===== src/rtl/uart_cmd_ctrl.sv =====
// Command-frame sequencer behind the UART receiver: SOF, OP, LEN, payload, CHK.
// Validates frames, holds accepted commands on a valid/ready handshake, reports errors.
module uart_cmd_ctrl #(
  parameter logic [7:0]  SOF         = 8'hA5,
  parameter int unsigned MAX_LEN     = 8,
  parameter int unsigned TIMEOUT_CYC = 100000
) (
  input  logic                   clk,
  input  logic                   rst_n,
  input  logic [7:0]             rx_data,
  input  logic                   rx_valid,
  output logic                   cmd_valid,
  input  logic                   cmd_ready,
  output logic [7:0]             cmd_op,
  output logic [7:0]             cmd_len,
  output logic [8*MAX_LEN-1:0]   cmd_payload,
  output logic                   frame_err,
  output logic [1:0]             err_code,
  output logic                   busy
);

  localparam int unsigned IW = $clog2(MAX_LEN + 1);
  localparam int unsigned CW = $clog2(TIMEOUT_CYC);
  localparam logic [7:0]    MAX_LEN_B = 8'(MAX_LEN);
  localparam logic [IW-1:0] IDX_MAX   = IW'(MAX_LEN);
  // cnt is 0 in the first idle cycle after a byte, so the cycle that lies
  // TIMEOUT_CYC-1 cycles after the byte sees cnt == TIMEOUT_CYC-2.
  localparam logic [CW-1:0] CNT_LAST  = CW'(TIMEOUT_CYC - 2);

  localparam logic [1:0] ERR_LEN = 2'b00;
  localparam logic [1:0] ERR_CHK = 2'b01;
  localparam logic [1:0] ERR_TMO = 2'b10;
  localparam logic [1:0] ERR_OVR = 2'b11;

  typedef enum logic [2:0] {
    WAIT_SOF, GET_OP, GET_LEN, GET_PAY, GET_CHK, HOLD
  } state_t;

  state_t                 state, state_n;
  logic [7:0]             op, len, chk;
  logic [8*MAX_LEN-1:0]   payload;
  logic [IW-1:0]          idx;
  logic [CW-1:0]          cnt;
  logic                   in_frame, timeout, pay_last;
  logic                   err_now;
  logic [1:0]             err_cause;

  always_comb begin
    in_frame = (state == GET_OP) || (state == GET_LEN) ||
               (state == GET_PAY) || (state == GET_CHK);
    timeout  = in_frame && !rx_valid && (cnt == CNT_LAST);
    pay_last = (8'(idx) == len - 8'd1);
  end

  // State register
  always_ff @(posedge clk or negedge rst_n) begin
    if (!rst_n) state <= WAIT_SOF;
    else        state <= state_n;
  end

  // Next-state logic
  always_comb begin
    state_n = state;
    unique case (state)
      WAIT_SOF: if (rx_valid && rx_data == SOF) state_n = GET_OP;
      GET_OP:   if (rx_valid) state_n = GET_LEN;
      GET_LEN:
        if (rx_valid) begin
          if (rx_data > MAX_LEN_B)   state_n = WAIT_SOF;
          else if (rx_data == 8'd0)  state_n = GET_CHK;
          else                       state_n = GET_PAY;
        end
      GET_PAY:  if (rx_valid && pay_last) state_n = GET_CHK;
      GET_CHK:  if (rx_valid) state_n = (rx_data == chk) ? HOLD : WAIT_SOF;
      HOLD:     if (cmd_ready) state_n = WAIT_SOF;
      default:  state_n = WAIT_SOF;
    endcase
    if (timeout) state_n = WAIT_SOF;
  end

  // Output logic
  always_comb begin
    cmd_valid = (state == HOLD);
    busy      = (state != WAIT_SOF);
    err_now   = 1'b0;
    err_cause = ERR_LEN;
    unique case (state)
      GET_LEN: if (rx_valid && rx_data > MAX_LEN_B) begin
        err_now = 1'b1; err_cause = ERR_LEN;
      end
      GET_CHK: if (rx_valid && rx_data != chk) begin
        err_now = 1'b1; err_cause = ERR_CHK;
      end
      HOLD: if (rx_valid && !cmd_ready) begin
        err_now = 1'b1; err_cause = ERR_OVR;
      end
      default: ;
    endcase
    if (timeout) begin
      err_now = 1'b1; err_cause = ERR_TMO;
    end
  end

  always_ff @(posedge clk or negedge rst_n) begin
    if (!rst_n) begin
      op        <= '0;
      len       <= '0;
      chk       <= '0;
      payload   <= '0;
      idx       <= '0;
      cnt       <= '0;
      frame_err <= 1'b0;
      err_code  <= ERR_LEN;
    end else begin
      frame_err <= err_now;
      if (err_now) err_code <= err_cause;

      if (in_frame) cnt <= rx_valid ? '0 : cnt + CW'(1);
      else          cnt <= '0;

      if (rx_valid) begin
        unique case (state)
          WAIT_SOF: if (rx_data == SOF) begin
            payload <= '0;
            chk     <= '0;
            idx     <= '0;
          end
          GET_OP: begin
            op  <= rx_data;
            chk <= rx_data;
          end
          GET_LEN: if (rx_data <= MAX_LEN_B) begin
            len <= rx_data;
            chk <= chk ^ rx_data;
          end
          GET_PAY: begin
            for (int unsigned i = 0; i < MAX_LEN; i++)
              if (idx == i[IW-1:0]) payload[8*i +: 8] <= rx_data;
            chk <= chk ^ rx_data;
            idx <= (idx == IDX_MAX) ? idx : idx + IW'(1);
          end
          default: ;
        endcase
      end
    end
  end

  assign cmd_op      = op;
  assign cmd_len     = len;
  assign cmd_payload = payload;

endmodule


===== config.mk =====
export PLATFORM = sky130hd
export DESIGN_NAME = uart_cmd_ctrl
export DESIGN_NICKNAME = d
export VERILOG_FILES = /design/src/rtl/uart_cmd_ctrl.sv
export SDC_FILE = /design/constraint.sdc
export NUM_CORES = 1
export LEC_CHECK = 0
export ABC_AREA = 0
export CORE_MARGIN = 2
export CORE_UTILIZATION = 50
export DETAILED_ROUTE_END_ITERATION = 8
export PLACE_DENSITY = 0.87
export REMOVE_ABC_BUFFERS = 1
export SYNTH_ARGS = -nofsm -noshare
export SYNTH_HDL_FRONTEND = slang
export SYNTH_SLANG_ARGS = --single-unit

===== constraint.sdc =====
create_clock -name clk -period 2.66 [get_ports clk]
set_input_delay 0.532 -clock clk [delete_from_list [all_inputs] [get_ports clk]]
set_output_delay 0.532 -clock clk [all_outputs]
set_load 0.05 [all_outputs]

Yosys cells after proc, flatten, opt, wreduce, memory -nomap -nowiden
Index checks and enable logic that the tools add are counted.
{"block": "totals", "elab_cells": 126, "output_inout_bits": 85, "ff_bits": 115}
{"block": "op_classes", "n_reduce_logical": 31, "add_sub_neg": 3, "n_bitwise": 1, "eq_ne": 35, "magnitude_cmp": 2, "n_mux": 38}
{"cell": "one-hot mux 64 bit (2 select lines)", "count": 1}
{"cell": "2-to-1 mux 8 bit", "count": 10}
{"cell": "2-to-1 mux 64 bit", "count": 1}
{"cell": "AND reduction 4 bit", "count": 10}
{"cell": "2-to-1 mux 17 bit", "count": 2}
{"cell": "one-hot mux 8 bit (4 select lines)", "count": 1}
{"cell": "2-to-1 mux 3 bit", "count": 10}
{"cell": "!= test 2 x 1 -> 1 bit, second input constant", "count": 9}
{"cell": "one-hot mux 3 bit (6 select lines)", "count": 1}
{"cell": "adder 17 x 1 -> 17 bit, second input constant", "count": 1}
{"cell": "== test 17 bit, second input constant", "count": 1}
{"cell": "== test 4 x 3 -> 1 bit, second input constant", "count": 4}
{"cell": "!= test 3 bit, second input constant", "count": 4}
{"cell": "== test 4 x 2 -> 1 bit, second input constant", "count": 2}
{"cell": "== test 4 x 8 -> 1 bit", "count": 1}
{"cell": "== test 8 bit", "count": 1}
{"cell": "== test 8 bit, second input constant", "count": 1}
{"cell": "> comparator 8 x 4 -> 1 bit, second input constant", "count": 1}
{"cell": "less-or-equal comparator 8 x 4 -> 1 bit, second input constant", "count": 1}
{"cell": "logical NOT 8 bit", "count": 1}
{"cell": "2-to-1 mux 4 bit", "count": 2}
{"cell": "!= test 8 bit", "count": 1}
{"cell": "one-hot mux 4 bit (2 select lines)", "count": 1}
{"cell": "subtractor 8 x 1 -> 8 bit, second input constant", "count": 1}
{"cell": "other kinds (25)", "count": 42}

Longest topological paths before layout
{"block": "logic_depth", "ltp_word": 8, "mapped_depth": 8, "mapped_depth_nobuf": 7}

Least setup slack after synthesis
No wires, ideal clock.
{"block": "synth_path", "kind": "flip-flop to flip-flop", "startpoint": "register len[0], in the netlist cmd_len[0]", "endpoint": "register state[0]", "setup_ns": 0.135, "arrival_ns": 2.323, "synth_period_minus_slack_ns": 2.458, "slack_ns": 0.202, "path_stages_with_launch": 8, "path_cell_list": "dfrtp_1 inv_1 ha_1 xnor2_1 or4_1 o41ai_1 o211ai_1 mux2i_1"}
{"block": "synth_between", "elab_chain_cells": 5}
{"element": "from (decl)", "line_no": "40", "rtl": "logic [7:0] op, len, chk;"}
{"element": "from (signal assigned)", "line_no": "133", "rtl": "len <= rx_data;"}
{"element": "subtractor 8 x 1 -> 8 bit", "line_no": "52", "rtl": "pay_last = (8'(idx) == len - 8'd1);"}
{"element": "== test 4 x 8 -> 1 bit", "line_no": "52"}
{"element": "logical AND 1 bit", "line_no": "73", "rtl": "GET_PAY: if (rx_valid && pay_last) state_n = GET_CHK;"}
{"element": "!= test 3 x 2 -> 1 bit (no source line)"}
{"element": "AND reduction 6 bit (no source line)"}
{"element": "to (signal assigned)", "line_no": "58", "rtl": "else state <= state_n;"}
{"element": "to (decl)", "line_no": "39", "rtl": "state_t state, state_n;"}
Every way passes these cells.
A chain may end at the register's enable or synchronous reset.

Worst setup path in the final report
{"block": "layout_path", "startpoint": "register state[2]", "endpoint": "output port busy"}
{"block": "layout_between", "elab_chain_cells": 1}
{"element": "nonzero test 3 bit", "line_no": "84", "rtl": "busy = (state != WAIT_SOF);"}
{"element": "to (decl)", "line_no": "19", "rtl": "output logic busy"}
Every way passes these cells.

==> results.md <==
* Worst slew pin tran at approximately 700 ps
* Outcome: finished, final reports clean
* Area growth, synth to finish at 31.1%
* FF+latch count, synth at around 120
* Worst vdd ir at 666 uV
* Async set-reset flop share out of synthesis at 100%
* DRC at 0
* Die ar. at 11,900 sq um
* Cells after Synth at roughly 530
* Final Max Slew Viols at 0
* Slew HR at between 50% and 60%
* Dpl ws at between 100 and 150 ps
* Post-Syn Area at roughly 5500 sq um
* Vias in the first global route at approximately 4,600
* Fmax at between 0.3 and 0.4 GHz
* Setup TNS at 0 ps
* Total leakage power at 3.14 nW
* Clock tree buffer depth at 2
* Chip width at 109 um
* Root Buffer: clkbuf_8
* Critical path's largest stage delay at 480 ps
* # setup viols final at 0
* Gr usage total at about a quarter
* Util after Layout at between 60% and 70%
* CTS H-tree depth at 4
* RSZ-0062 raised after global routing: no
* Antenna violations before repair at 0
* Wirelength per Cell at about 18 um
* Final Wtd Congestion at between 0.8 and 0.9
* Global-route wire length before repair at 22.8 mm
* Post-synth EDFFs at 0
* Met1 Usage GRT at roughly a third
* Critical-path maximum fanout at 9
* Final hold violations at 0
* Ports at 97
* Worst hold slack at ~55 ps
* Pwr/cell area at between 900 and 1000 nW/um^2
* Post-route antenna net violation count at 0
* # fillers at roughly 760
* Initial core utilization at about half
* GRT busiest layer: met2
* Final WS setup at 110 ps
* Largest net degree at the start of global routing at 57
* Worst skew pair latency at 530 ps
* Postcts setup bufs at 0
* CTS tree: yes
* IO Port Bufs at between 90 and 100
* Antenna Diode Count at 0
* Data arrival time of the worst path at approximately 2000 ps
* Clock Sinks at roughly 120
* Placeable Area at 10,800 sq um
* Final Skew at between 5 and 6 ps
* Iteration count of the initial detailed-routing pass at 6
* Synth Area per Inst at 10.4 sq um
* Initial DRC count at approximately 340
* Worst Setup End Kind: output pin
* Worst Path Required at between 2000 and 2500 ps
* Vias at about 4,600
* Share of layout cells above drive strength 1 at 21.2%
* Crit path cell chain: nor3_2 > inv_1 > dlygate4sd2_1
* Seq/Total Area, Yosys at about 52%
* Final min period at 2550 ps
* Detailed-route vias per instance at between 5 and 6
* Met3 Use GR at under 10%
* Reg2reg path depth at 7
* Die H at roughly 110 um
* Nets at between 600 and 700
* Max Cap Violations at 0
* HPWL Detailed at 9.38 mm
* Total CTS buffers at 17
* CP max stage cell: dfrtp_1
* Netlist cell types at 52
* Worst-path clk slew at roughly 60 ps
* Yosys warns at 0
* Std cell rows at 38
* Finished layout cell area at 7260 sq um
* Routed Wire Length at around 14 mm
* Primary FF master, synth: dfrtp_1
* Final worst-path cycle share at 95.9%
* Met2 usage at 40.3%
* Hold crit path type: input port to asynchronous set/reset pin
* Area post-placement at ~6700 sq um
* Crit start category: flop
* CP Class: flop to output pin
* CTS Hold Bufs at 0
* Remaining Overflow, GRT at 0
-- power breakdown --
part	switching [mW]	internal, mW
clock network	0.847	1.27
registers	0.263	2.01
logic	1.56	0.867
total	2.66	4.14
-- path summary, 6_finish.rpt --
check / from / endpoint / slack, ps
setup / recovery: state[2] / busy / 110
hold reg to reg: cmd_op[3] / cmd_op[3] / 510
min in group clk: cmd_op[3] / cmd_op[3] / 510
max in group asynchronous: rst_n / cmd_payload[29] / 1880
hold / removal: rst_n / cmd_len[4] / 60
setup reg to reg: cmd_len[0] / state[0] / 230
-- cells in the final DEF (no fill, tap or decap), types with 10 or more instances in the layout --
cell type,instances
clkdlybuf4s50_1,93
nand2_1,25
clkbuf_16,16
mux2i_1,10
a31o_2,56
nand3_1,16
xnor2_1,21
buf_4,19
inv_1,17
o21ai_0,31
mux2_2,13
dfrtp_1,115
nor2_1,95
-- worst max-delay path: cells and delay by family, from the launching register on --
kind	cells	cell delay, ps
simple gates	1	420
flops	1	480
buf+inv	2	580
-- metal layers --
metal	vias to the layer above	share of wire, %
li1	2070	-
met1	2248	40
met5	-	0
met3	46	6.6
met4	0	3.3
met2	199	50
-- through the flow --
step	power, mW	cells
6_report	6.81	785
5_1_grt	7.11	785
4_1_cts	6.81	785
3_5_place_dp	4.69	753
3_3_place_gp	4.61	753
2_1_floorplan	3.87	496
-- Yosys cell counts (2+ instances only) --
cell / number / area share (%)
dfrtp_1: 115 / 52
nor2_1: 95 / 6.4
a31o_2: 56 / 8.8
o21ai_0: 31 / 2.8
nand2_1: 25 / 1.7
xnor2_1: 21 / 3.3
inv_1: 17 / 1.2
nand3_1: 16 / 1.4
clkbuf_1: 15 / 1.0
buf_2: 14 / 1.3
mux2_2: 13 / 2.6
mux2i_1: 10 / 1.8
and3_1: 9 / 1.0
xor2_1: 9 / 1.4
and2_1: 7 / 0.79
ha_1: 7 / 1.6
nand4_1: 6 / 0.68
nand4_4: 6 / 2.3
nand3b_1: 5 / 0.68
nor3_1: 5 / 0.45
buf_4: 4 / 0.54
a22o_1: 3 / 0.47
nor2b_1: 3 / 0.34
nor4_1: 3 / 0.34
a21oi_1: 2 / 0.18
a31o_1: 2 / 0.32
a31oi_1: 2 / 0.23
nand2b_1: 2 / 0.23
o211ai_1: 2 / 0.27
o21ai_1: 2 / 0.18
or2_2: 2 / 0.23
or4_1: 2 / 0.27
-- final cells by class --
class	count	area [sq um]	share of cell area, %
timing repair buffer	117	1150	15.8
clock buffer	18	428	5.89
multi-input combinational	363	2430	33.5
inverter	18	67.6	0.930
sequential	115	2880	39.6
clock inverter	14	131	1.81
tap	140	175	2.41
-- repair_timing --
action,in CTS,in global routing
pin swaps,0,0
setup endpoints to repair,2,2
endpoints found under the hold margin,0,0
resized for setup,2,1
-- state kept, by name, summed over array words and instances, names as in the netlist --
signal,flops
cmd_len,8
cmd_payload,64
frame_err,1
idx,4
cnt,17
chk,8
err_code,2
cmd_op,8
state,3
-- kinds of logic (layout without fill, tap and decap cells) --
family	after synthesis	after routing	synth area share [%]
AOI/OAI and AO/OA	108	108	14.7
DFF	115	115	51.9
and+or+nand+nor	195	195	18.3
xor gates and xnor gates	30	30	4.74
muxes	23	23	4.45
adders and majority gates	7	7	1.58
buffers and inverters	53	167	4.31
No activity file was read; power rests on OpenSTA's default activity.
